<file path="src/rtl/pipe_fetch.sv">
// Fetch stage and fetch-to-decode register. Owns the PC and talks to a variable-latency
// instruction memory. Absorbs stalls, wait states and redirects; bubbles are NOP with validd=0.
module pipe_fetch #(
    parameter int                      DATA_WIDTH    = 32,
    parameter int                      ADDRESS_WIDTH = 32,
    parameter logic [ADDRESS_WIDTH-1:0] RESET_PC     = '0,
    parameter logic [DATA_WIDTH-1:0]    NOP_INSTR    = DATA_WIDTH'(32'h0000_0013)
) (
    input  logic                     clk,
    input  logic                     rst_n,
    input  logic                     stall_f,
    input  logic                     flush_d,
    input  logic                     pcsrc_e,
    input  logic [ADDRESS_WIDTH-1:0] pctarget_e,
    output logic                     imem_req,
    output logic [ADDRESS_WIDTH-1:0] imem_addr,
    input  logic                     imem_ready,
    input  logic [DATA_WIDTH-1:0]    imem_rdata,
    output logic [DATA_WIDTH-1:0]    instrd,
    output logic [ADDRESS_WIDTH-1:0] pcd,
    output logic [ADDRESS_WIDTH-1:0] pcplus4d,
    output logic                     validd,
    output logic                     fetch_busy
);

    typedef enum logic {
        FETCH = 1'b0,
        HELD  = 1'b1
    } state_t;

    state_t                   state_reg, state_next;
    logic                     started_reg;
    logic [ADDRESS_WIDTH-1:0] pcf_reg, pcf_next;
    logic                     redir_pend_reg, redir_pend_next;
    logic [ADDRESS_WIDTH-1:0] target_reg, target_next;
    logic [DATA_WIDTH-1:0]    buf_instr_reg, buf_instr_next;
    logic [ADDRESS_WIDTH-1:0] buf_pc_reg, buf_pc_next;
    logic [DATA_WIDTH-1:0]    instrd_reg, instrd_next;
    logic [ADDRESS_WIDTH-1:0] pcd_reg, pcd_next;
    logic [ADDRESS_WIDTH-1:0] pcplus4d_reg, pcplus4d_next;
    logic                     validd_reg, validd_next;

    logic                     accept;
    logic                     deliver;
    logic [DATA_WIDTH-1:0]    deliver_instr;
    logic [ADDRESS_WIDTH-1:0] deliver_pc;
    logic [ADDRESS_WIDTH-1:0] pcf_plus4;

    // started_reg keeps the request low for the first cycle after reset so a
    // response belonging to an abandoned pre-reset transaction is never accepted.
    assign imem_req   = (state_reg == FETCH) && started_reg;
    assign imem_addr  = pcf_reg;
    assign accept     = imem_req && imem_ready;
    assign fetch_busy = imem_req && !imem_ready;
    assign pcf_plus4  = pcf_reg + ADDRESS_WIDTH'(4);

    assign instrd   = instrd_reg;
    assign pcd      = pcd_reg;
    assign pcplus4d = pcplus4d_reg;
    assign validd   = validd_reg;

    always_comb begin
        state_next      = state_reg;
        pcf_next        = pcf_reg;
        redir_pend_next = redir_pend_reg;
        target_next     = target_reg;
        buf_instr_next  = buf_instr_reg;
        buf_pc_next     = buf_pc_reg;
        deliver         = 1'b0;
        deliver_instr   = buf_instr_reg;
        deliver_pc      = buf_pc_reg;
        case (state_reg)
            FETCH: begin
                if (accept) begin
                    if (pcsrc_e) begin
                        pcf_next        = pctarget_e;
                        redir_pend_next = 1'b0;
                    end else if (redir_pend_reg) begin
                        pcf_next        = target_reg;
                        redir_pend_next = 1'b0;
                    end else begin
                        pcf_next = pcf_plus4;
                        if (stall_f) begin
                            buf_instr_next = imem_rdata;
                            buf_pc_next    = pcf_reg;
                            state_next     = HELD;
                        end else begin
                            deliver       = 1'b1;
                            deliver_instr = imem_rdata;
                            deliver_pc    = pcf_reg;
                        end
                    end
                end else if (pcsrc_e) begin
                    // The address must not move under an outstanding request.
                    if (imem_req) begin
                        redir_pend_next = 1'b1;
                        target_next     = pctarget_e;
                    end else begin
                        pcf_next = pctarget_e;
                    end
                end
            end
            HELD: begin
                if (pcsrc_e) begin
                    pcf_next   = pctarget_e;
                    state_next = FETCH;
                end else if (!stall_f) begin
                    deliver    = 1'b1;
                    state_next = FETCH;
                end
            end
            default: state_next = FETCH;
        endcase
    end

    always_comb begin
        instrd_next   = instrd_reg;
        pcd_next      = pcd_reg;
        pcplus4d_next = pcplus4d_reg;
        validd_next   = validd_reg;
        if (flush_d) begin
            instrd_next   = NOP_INSTR;
            pcd_next      = '0;
            pcplus4d_next = '0;
            validd_next   = 1'b0;
        end else if (stall_f) begin
            instrd_next = instrd_reg;
        end else if (deliver) begin
            instrd_next   = deliver_instr;
            pcd_next      = deliver_pc;
            pcplus4d_next = deliver_pc + ADDRESS_WIDTH'(4);
            validd_next   = 1'b1;
        end else begin
            instrd_next = NOP_INSTR;
            validd_next = 1'b0;
        end
    end

    always_ff @(posedge clk or negedge rst_n) begin
        if (!rst_n) begin
            state_reg      <= FETCH;
            started_reg    <= 1'b0;
            pcf_reg        <= RESET_PC;
            redir_pend_reg <= 1'b0;
            target_reg     <= '0;
            buf_instr_reg  <= '0;
            buf_pc_reg     <= '0;
            instrd_reg     <= NOP_INSTR;
            pcd_reg        <= '0;
            pcplus4d_reg   <= '0;
            validd_reg     <= 1'b0;
        end else begin
            state_reg      <= state_next;
            started_reg    <= 1'b1;
            pcf_reg        <= pcf_next;
            redir_pend_reg <= redir_pend_next;
            target_reg     <= target_next;
            buf_instr_reg  <= buf_instr_next;
            buf_pc_reg     <= buf_pc_next;
            instrd_reg     <= instrd_next;
            pcd_reg        <= pcd_next;
            pcplus4d_reg   <= pcplus4d_next;
            validd_reg     <= validd_next;
        end
    end

endmodule

</file>
<file path="config.mk">
export PLATFORM = sky130hd
export DESIGN_NAME = pipe_fetch
export DESIGN_NICKNAME = d
export VERILOG_FILES = /design/src/rtl/pipe_fetch.sv
export SDC_FILE = /design/constraint.sdc
export NUM_CORES = 1
export LEC_CHECK = 0
export CORE_MARGIN = 2
export CORE_UTILIZATION = 57
export CTS_CLUSTER_SIZE = 20
export DETAILED_ROUTE_END_ITERATION = 10
export PLACE_DENSITY = 0.86
export SLEW_MARGIN = 20
export SYNTH_ARGS = -nofsm -noshare
export SYNTH_HDL_FRONTEND = slang
export SYNTH_SLANG_ARGS = --single-unit
</file>
<file path="constraint.sdc">
create_clock -name clk -period 8.2 [get_ports clk]
set_input_delay 1.64 -clock clk [delete_from_list [all_inputs] [get_ports clk]]
set_output_delay 1.64 -clock clk [all_outputs]
set_load 0.05 [all_outputs]
</file>
## After elaboration in Yosys (flattened, before gate mapping)

Index checks and enable logic that the tools add are counted.
Widths: inputs -> output; s select.

| word-level totals | value |
|---|---|
| bits in registers | 228 |
| output and inout port bits | 131 |

| operators by class | value |
|---|---|
| add/subtract/negate cells | 2 |
| eq/ne operators | 4 |
| multiplexer cells | 43 |
| bitwise logic cells | 4 |
| reductions and logical operators | 12 |

Operators by type and width:

| cell | count |
|---|---|
| $mux 32 | 24 |
| $add 32x3->32 const B | 2 |
| $pmux 32 s2 | 1 |
| $mux 1 | 16 |
| $ne 3x3->1 const B | 2 |
| $reduce_and 3->1 | 2 |
| $reduce_bool 2->1 | 3 |
| $reduce_and 5->1 | 1 |
| $not 1->1 | 4 |
| $pmux 1 s2 | 2 |
| $reduce_and 4->1 | 1 |
| $logic_and 1x1->1 | 3 |
| $ne 2x1->1 const B | 1 |
| $ne 2x2->1 const B | 1 |
| $reduce_and 2->1 | 1 |
| $logic_not 1->1 | 1 |

## Depth between registers and ports, before layout

Gate-level depths: netlist of the first run.

| depth | value |
|---|---|
| depth in word-level cells | 9 |
| mapped depth | 14 |
| gate-level depth less buffers | 10 |

## Worst setup path before layout of the first run

Ideal clock, no wire load.

| timing | value |
|---|---|
| path kind | input-to-reg |
| from | input port pcsrc_e |
| to | register pcplus4d_reg[28] (netlist: pcplus4d[28]) |
| setup time | 133 ps |
| arrival | 4068 ps |
| data required time | 8067 ps |
| slack | 3999 ps |
| cell stages on the path | 13 |
| path buffers | 4 |
| cells stage by stage | nand4bb_1 > clkbuf_1 > nor3_2 > buf_2 > buf_1 > nand2_1 > nand2_1 > ha_1 > clkbuf_1 > inv_1 > nor4b_1 > xor2_1 > o21ai_0 |

| on the way | value |
|---|---|
| word-level cells in the longest chain between the ends | 7 |
| elaborated cells between the ends (all ways) | 13 |
| those cells by class | add/sub: 1; mux: 10; reduce/logical: 2 |

Ends and longest elaborated chain:

| element | RTL line | text |
|---|---|---|
| start, declared | 13 | `input logic pcsrc_e,` |
| $mux 32 | 75 | `if (pcsrc_e) begin` |
| $mux 32 | 74 | `if (accept) begin` |
| $mux 32 | 72 | `case (state_reg)` |
| $add 32x3->32 | 131 | `pcplus4d_next = deliver_pc + ADDRESS_WIDTH'(4);` |
| $mux 32 | 128 | `end else if (deliver) begin` |
| $mux 32 | 126 | `end else if (stall_f) begin` |
| $mux 32 | 121 | `if (flush_d) begin` |
| end signal, assigned | 162 | `pcplus4d_reg <= pcplus4d_next;` |
| end, declared | 40 | `logic [ADDRESS_WIDTH-1:0] pcplus4d_reg, pcplus4d_next;` |

Several ways; a longest one is shown, not always the timed one. The select of a mux whose other input is x is not followed.
A chain may end at the register's enable or synchronous reset.

## Final worst setup path of the first run

| timing | value |
|---|---|
| from | input port pcsrc_e |
| to | register pcplus4d_reg[30] (netlist: pcplus4d[30]) |

Same word-level chain as after synthesis.

==> results of run 1 <==
## final timing paths
check	start	to	slack [ps]	cells past startpoint
min reg2reg	instrd[6]$_DFFE_PN0P_	instrd[6]$_DFFE_PN0P_	480	2
max reg2reg	redir_pend_reg$_DFFE_PN0P_	pcplus4d[30]$_DFFE_PN0P_	4530	9
max	pcsrc_e	pcplus4d[30]$_DFFE_PN0P_	3320	10
min	instrd[6]$_DFFE_PN0P_	instrd[6]$_DFFE_PN0P_	480	2
min in group asynchronous	rst_n	buf_instr_reg[26]$_DFFE_PN0P_	1140	1
max in group asynchronous	rst_n	target_reg[29]$_DFFE_PN0P_	5540	2
## cells by family (layout without fill, tap and decap cells)
kind of cell    count (synthesis)  after routing  synth area share
simple gates                  277            277            0.1250
flops                         226            226            0.5154
compound gates                215            215            0.1146
mux                           164            164            0.1609
buf+inv                        88            267           0.04159
xor+xnor                       50             50           0.03988
fa+ha+maj                       2              2          0.002279
other cells                     1              1         0.0003415
## where the power goes
part	switching [mW]	internal (mW)	leakage (nW)
combinational	0.448	0.338	2.61
sequential	0.202	1.29	2.89
clock	0.465	0.806	0.464
total	1.11	2.43	5.96
## worst max-delay path: stages
cell	delay (ps)
clkdlybuf4s50_1	850
nand4bb_1	690
nor3_2	230
buf_4	300
nand2_1	100
nand2_1	110
ha_1	410
nand4_2	280
or3_1	430
a32o_1	260
## cell usage in the layout, fill, tap and decap left out, types with 22 or more instances in the layout
| cell | Yosys | final |
|---|---|---|
| dfrtp_1 | 223 | 223 |
| mux2i_1 | 66 | 66 |
| xnor2_1 | 22 | 22 |
| nor2_1 | 44 | 42 |
| xor2_1 | 28 | 28 |
| mux2_2 | 97 | 97 |
| a21oi_1 | 34 | 33 |
| clkbuf_16 | 0 | 25 |
| and3_1 | 23 | 23 |
| clkdlybuf4s50_1 | 0 | 199 |
| nand2_1 | 127 | 125 |
| o21ai_0 | 111 | 111 |
| nand3_1 | 23 | 23 |
## final cells by class
| class | instances | share of cell area |
|---|---|---|
| Sequential cell | 226 | 0.4056 |
| Multi-Input combinational cell | 709 | 0.3509 |
| Timing Repair Buffer | 211 | 0.1498 |
| Clock buffer | 35 | 0.05184 |
| Tap cell | 260 | 0.02332 |
| Clock inverter | 11 | 0.01578 |
| Inverter | 10 | 0.002691 |
## stage by stage
step | setup WS, ps | utilization | hold slack (ps) | std cells
2_1_floorplan | 3999 | - | 471.5 | 1023
3_3_place_gp | 3070 | 0.6908 | 457.3 | 1416
3_5_place_dp | 2871 | 0.6908 | 464.5 | 1416
4_1_cts | 3403 | 0.7409 | 482.5 | 1462
5_1_grt | 3126 | 0.7409 | 500.4 | 1462
6_report | 3319 | 0.7409 | 475.9 | 1462
## per-layer routing
layer	up-vias	track usage	routed length (µm)
met3	81	0.04091	2499
met1	4352	0.4140	12190
met5	-	0	0
met4	0	0.09328	879
met2	474	0.4714	14250
li1	3964	-	-
==> impl_metrics.prom, run 1 <==
# TYPE chip_impl_metric gauge
chip_impl_info{name="synth_area_leaders",value="dfrtp_1 (51%), mux2_2 (9.9%), mux2i_1 (6.0%), o21ai_0 (5.1%), nand2_1 (4.3%)"} 1
chip_impl_metric{name="power-per-cell-area",unit="nW/µm²"} 254.4
chip_impl_metric{name="num_rows",unit=""} 50
chip_impl_metric{name="gpl.final_weighted_congestion",unit=""} 0.9040
chip_impl_metric{name="setup-violations-final",unit=""} 0
chip_impl_info{name="timing_worst_setup_path_type",value="in -> reg"} 1
chip_impl_metric{name="avgSynthCellArea",unit="µm²"} 10.73
chip_impl_metric{name="die_width",unit="µm"} 142.8
chip_impl_metric{name="ys_seq_area_frac",unit=""} 0.5154
chip_impl_metric{name="diodes",unit=""} 0
chip_impl_metric{name="nNetsFinal",unit=""} 1255
chip_impl_metric{name="gr-total-overflow",unit=""} 0
chip_impl_metric{name="async_flop_share",unit=""} 1.000
chip_impl_metric{name="antenna_violations_before_repair",unit=""} 0
chip_impl_metric{name="ff_latch_count_synth",unit=""} 226
chip_impl_metric{name="postCtsResizedCells",unit=""} 0
chip_impl_info{name="yosys-top-cells-count",value="dfrtp_1 (223), nand2_1 (127), o21ai_0 (111), mux2_2 (97), mux2i_1 (66)"} 1
chip_impl_metric{name="critPathRequiredTime",unit="ps"} 8610
chip_impl_metric{name="detailedRoute.firstPassIterationCount",unit=""} 5
chip_impl_metric{name="routed_via_density",unit=""} 6.068
chip_impl_metric{name="synth_edf_count",unit=""} 0
chip_impl_metric{name="min_period",unit="ps"} 4881
chip_impl_metric{name="worst-slew-pin-transition",unit="ps"} 1106
chip_impl_metric{name="clkTransAtPathRegs",unit="ps"} 60
chip_impl_metric{name="num_vias",unit=""} 8871
chip_impl_metric{name="slew_viol_final",unit=""} 0
chip_impl_metric{name="drt-total-wl",unit="µm"} 29820
chip_impl_metric{name="syn_nets",unit=""} 1095
chip_impl_metric{name="residual_drc",unit=""} 0
chip_impl_metric{name="cts.hold.buffers_added",unit=""} 0
chip_impl_metric{name="ports",unit=""} 201
chip_impl_metric{name="worst_skew_pair.late_latency",unit="ps"} 530
chip_impl_info{name="tritoncts_clock_tree",value="done"} 1
chip_impl_metric{name="cts_setup_buffers",unit=""} 0
chip_impl_metric{name="synthDominantCellAreaShare",unit=""} 0.5082
chip_impl_metric{name="final_design_area_no_fill",unit="µm²"} 13950
chip_impl_metric{name="fillers",unit=""} 1228
chip_impl_info{name="top_reg_cell_synth",value="dfrtp_1"} 1
chip_impl_metric{name="storage_cell_area",unit="µm²"} 5659
chip_impl_metric{name="vdd_drop_max",unit="µV"} 203.0
chip_impl_metric{name="route.detailed.wl_per_inst",unit="µm"} 20.40
chip_impl_info{name="start_kind",value="primary input"} 1
chip_impl_metric{name="cts-htree-levels",unit=""} 1
chip_impl_metric{name="critical_path_peak_fanout",unit=""} 23
chip_impl_metric{name="fin_total_pwr",unit="mW"} 3.549
chip_impl_metric{name="ys_types",unit=""} 70
chip_impl_info{name="rsz0062_at_grt",value="false"} 1
chip_impl_metric{name="maxCapViolations",unit=""} 0
chip_impl_metric{name="maximum_number_of_pins_on_one_net_before_global_route_repair",unit=""} 99
chip_impl_metric{name="skew",unit="ps"} 12.11
chip_impl_metric{name="worst_ep_arrival_time",unit="ps"} 5290
chip_impl_info{name="hold_path_class",value="reg -> reg"} 1
chip_impl_info{name="setup.worst_path.end_class",value="register"} 1
chip_impl_info{name="synthMostInstantiatedCell",value="dfrtp_1"} 1
chip_impl_metric{name="mappedNetlistArea",unit="µm²"} 10980
chip_impl_metric{name="grt_pass1_wl",unit="µm"} 47150
chip_impl_metric{name="antenna_violating_nets_post_route",unit=""} 0
chip_impl_metric{name="drive_gt1_frac",unit=""} 0.1522
chip_impl_info{name="clockRootBuffer",value="clkbuf_16"} 1
chip_impl_metric{name="drt_first_iter_violations",unit=""} 953
chip_impl_metric{name="synthCells",unit=""} 1023
chip_impl_metric{name="post-dp-hpwl",unit="µm"} 19860
chip_impl_metric{name="cellLeakagePower",unit="nW"} 5.962
chip_impl_metric{name="multi_input_logic_area",unit="µm²"} 4896
chip_impl_metric{name="initial_core_util",unit=""} 0.5831
chip_impl_metric{name="postPlaceCellArea",unit="µm²"} 13010
chip_impl_metric{name="die_area",unit="µm²"} 20390
chip_impl_metric{name="die_height",unit="µm"} 142.8
chip_impl_metric{name="first_global_vias",unit=""} 8715
chip_impl_info{name="outcome",value="completed"} 1
chip_impl_info{name="yosysTopAreaCell",value="dfrtp_1"} 1
chip_impl_metric{name="tritoncts.num_buffers",unit=""} 25
chip_impl_metric{name="maxClockFrequency",unit="MHz"} 204.9
chip_impl_metric{name="total_negative_setup_slack",unit="ps"} 0
chip_impl_metric{name="finalHoldViolCount",unit=""} 0
chip_impl_metric{name="yosys_warnings",unit=""} 0
chip_impl_metric{name="area.growth.synth_to_final",unit="%"} 27.05
chip_impl_metric{name="cts.path.max_buffers",unit=""} 3
chip_impl_metric{name="area_of_the_core",unit="µm²"} 18830
chip_impl_metric{name="cts.sink_count",unit=""} 226
chip_impl_metric{name="relSlewSlack",unit=""} 0.2624
chip_impl_metric{name="timing.final.crit_share",unit=""} 0.5953
chip_impl_metric{name="globalRouteTotalUtil",unit=""} 0.2925
chip_impl_metric{name="io_buffer_count",unit=""} 200
(Power assumes the default switching activity.)
==> run 2, diff against run 1 <==
--- a/config.mk
+++ b/config.mk
@@ -6,10 +6,10 @@
 export NUM_CORES = 1
 export LEC_CHECK = 0
 export CORE_MARGIN = 2
-export CORE_UTILIZATION = 57
+export CORE_UTILIZATION = 48
 export CTS_CLUSTER_SIZE = 20
 export DETAILED_ROUTE_END_ITERATION = 10
-export PLACE_DENSITY = 0.86
+export PLACE_DENSITY = 0.77
 export SLEW_MARGIN = 20
 export SYNTH_ARGS = -nofsm -noshare
 export SYNTH_HDL_FRONTEND = slang
==> constraint.sdc (replaced) <==
create_clock -name clk -period 4.4 [get_ports clk]
set_input_delay 0.88 -clock clk [delete_from_list [all_inputs] [get_ports clk]]
set_output_delay 0.88 -clock clk [all_outputs]
set_load 0.05 [all_outputs]
==> impl_metrics.prom, run 2 (synthesis gave the netlist of run 1 again) <==
# TYPE chip_impl_metric gauge
chip_impl_info{name="hold_path_class",value="in -> async"} 1
chip_impl_metric{name="detailedRoute.firstPassIterationCount",unit=""} 5
chip_impl_metric{name="drt-total-wl",unit="µm"} 30270
chip_impl_metric{name="vdd_drop_max",unit="µV"} 279.2
chip_impl_metric{name="antenna_violating_nets_post_route",unit=""} 0
chip_impl_metric{name="drt_first_iter_violations",unit=""} 906
chip_impl_metric{name="grt_pass1_wl",unit="µm"} 48290
chip_impl_metric{name="num_rows",unit=""} 55
chip_impl_metric{name="worst_skew_pair.late_latency",unit="ps"} 520
chip_impl_metric{name="cts.hold.buffers_added",unit=""} 0
chip_impl_info{name="timing_worst_setup_path_type",value="in -> reg"} 1
chip_impl_metric{name="fillers",unit=""} 1807
chip_impl_metric{name="initial_core_util",unit=""} 0.4865
chip_impl_info{name="rsz0062_at_grt",value="false"} 1
chip_impl_metric{name="final-instance-count-excl-fill",unit=""} 1493
chip_impl_metric{name="storage_cell_area",unit="µm²"} 5659
chip_impl_metric{name="critPathRequiredTime",unit="ps"} 4800
chip_impl_metric{name="critical_path_peak_fanout",unit=""} 41
chip_impl_metric{name="routed_via_density",unit=""} 5.839
chip_impl_metric{name="skew",unit="ps"} 10.25
chip_impl_metric{name="gr-total-overflow",unit=""} 0
chip_impl_metric{name="die_width",unit="µm"} 155.3
chip_impl_metric{name="postPlaceCellArea",unit="µm²"} 13120
chip_impl_metric{name="io_buffer_count",unit=""} 200
chip_impl_info{name="grt_busiest_layer",value="met2"} 1
chip_impl_info{name="timing.critical_path.cells",value="clkdlybuf4s50_1, and3b_1, nand2_2, buf_4, mux2i_2, nand4_2, or3_1, a32o_1"} 1
chip_impl_info{name="start_kind",value="primary input"} 1
chip_impl_metric{name="met2_global_route_usage",unit=""} 0.3939
chip_impl_metric{name="worst_ep_arrival_time",unit="ps"} 3750
chip_impl_metric{name="antenna_violations_before_repair",unit=""} 0
chip_impl_metric{name="ports",unit=""} 201
chip_impl_info{name="layout.cells.most_common_list",value="dfrtp_1 (223), clkdlybuf4s50_1 (199), nand2_1 (125), o21ai_0 (111), mux2_2 (97)"} 1
chip_impl_metric{name="global_route.usage.met3",unit=""} 0.03733
chip_impl_metric{name="postCtsResizedCells",unit=""} 0
chip_impl_metric{name="min_period",unit="ps"} 3346
chip_impl_metric{name="hold_ws",unit="ps"} 424.4
chip_impl_metric{name="maximum_number_of_pins_on_one_net_before_global_route_repair",unit=""} 107
chip_impl_metric{name="die_area",unit="µm²"} 24100
chip_impl_metric{name="cts-htree-levels",unit=""} 1
chip_impl_metric{name="multi_input_logic_area",unit="µm²"} 4896
chip_impl_metric{name="drive_gt1_frac",unit=""} 0.1581
chip_impl_info{name="final_common_cell",value="dfrtp_1"} 1
chip_impl_metric{name="finalHoldViolCount",unit=""} 0
chip_impl_metric{name="slew_viol_final",unit=""} 0
chip_impl_metric{name="use_met1",unit=""} 0.3646
chip_impl_metric{name="timing.final.crit_share",unit=""} 0.7604
chip_impl_metric{name="globalRouteTotalUtil",unit=""} 0.2512
chip_impl_metric{name="fin_total_pwr",unit="mW"} 6.354
chip_impl_metric{name="relSlewSlack",unit=""} 0.2644
chip_impl_metric{name="total_negative_setup_slack",unit="ps"} 0
chip_impl_info{name="critical-path-slowest-cell",value="clkdlybuf4s50_1"} 1
chip_impl_metric{name="residual_drc",unit=""} 0
chip_impl_info{name="outcome",value="completed"} 1
chip_impl_metric{name="maxClockFrequency",unit="MHz"} 298.9
chip_impl_metric{name="post-dp-hpwl",unit="µm"} 20690
chip_impl_metric{name="cts.path.max_buffers",unit=""} 3
chip_impl_metric{name="setup-violations-final",unit=""} 0
chip_impl_metric{name="maxCapViolations",unit=""} 0
chip_impl_metric{name="power-per-cell-area",unit="nW/µm²"} 455.6
chip_impl_metric{name="cts.sink_count",unit=""} 226
chip_impl_metric{name="worst-slew-pin-transition",unit="ps"} 1103
chip_impl_metric{name="area_of_the_core",unit="µm²"} 22570
chip_impl_info{name="clockRootBuffer",value="clkbuf_16"} 1
chip_impl_metric{name="cts_setup_buffers",unit=""} 0
chip_impl_metric{name="clkTransAtPathRegs",unit="ps"} 60
chip_impl_metric{name="slowest_delay",unit="ps"} 550
chip_impl_metric{name="cellLeakagePower",unit="nW"} 5.955
chip_impl_metric{name="die_height",unit="µm"} 155.3
chip_impl_metric{name="diodes",unit=""} 0
chip_impl_info{name="setup.worst_path.end_class",value="register"} 1
chip_impl_metric{name="area.growth.synth_to_final",unit="%"} 27.01
chip_impl_metric{name="tritoncts.num_buffers",unit=""} 25
chip_impl_info{name="tritoncts_clock_tree",value="done"} 1
chip_impl_metric{name="dpl.cell_count",unit=""} 1448
chip_impl_metric{name="final_design_area_no_fill",unit="µm²"} 13950
chip_impl_metric{name="gpl.final_weighted_congestion",unit=""} 0.8760
chip_impl_metric{name="first_global_vias",unit=""} 8596
chip_impl_metric{name="num_vias",unit=""} 8718
chip_impl_metric{name="route.detailed.wl_per_inst",unit="µm"} 20.27
chip_impl_metric{name="nNetsFinal",unit=""} 1262
[run 2: path summary, 6_finish.rpt]
check                                      startpoint                        to  slack [ps]  cells past startpoint
setup reg to reg           redir_pend_reg$_DFFE_PN0P_  pcplus4d[30]$_DFFE_PN0P_        1120                      7
max in group asynchronous                       rst_n        pcd[7]$_DFFE_PN0P_        2860                      2
hold reg to reg                instrd[11]$_DFFE_PN0P_    instrd[11]$_DFFE_PN0P_         470                      2
hold / removal                                  rst_n    instrd[27]$_DFFE_PN0P_         420                      1
setup / recovery                           imem_ready  pcplus4d[30]$_DFFE_PN0P_        1050                      8
min in group clk               instrd[11]$_DFFE_PN0P_    instrd[11]$_DFFE_PN0P_         470                      2
[run 2: critical path: cells and delay by family]
kind / cells / cell delay [ps]
and+or+nand+nor: 4 / 1140
buffers and inverters: 2 / 1070
muxes: 1 / 380
AOI/OAI and AO/OA: 1 / 240
[run 2: routing by layer]
layer,vias up,share of wire
met5,-,0
met4,0,0.027
met3,62,0.073
met2,381,0.46
met1,4307,0.44
li1,3968,-
[run 2: area by class of cell]
class,count,share of cell area
flip-flops and latches,226,0.4058
multi-input cells,709,0.3511
repair buffers,218,0.1554
clock buffers,30,0.04836
well taps,285,0.02557
clock inverters,15,0.01113
inverters,10,0.002692
[run 2: per-stage QoR]
stage	worst slack, ps	util
floorplan	959.0	-
global placement	683.8	0.5811
detailed placement	576.4	0.5811
CTS	1088	0.6178
global route	911.0	0.6178
finish	1054	0.6178
[run 2: report_power, final]
part / switching (mW) / leakage, nW / internal [mW] / total, mW
clock: 0.850 / 0.414 / 1.27 / 2.12
sequential: 0.373 / 2.89 / 2.41 / 2.78
combinational: 0.824 / 2.65 / 0.635 / 1.46
total: 2.05 / 5.95 / 4.31 / 6.35
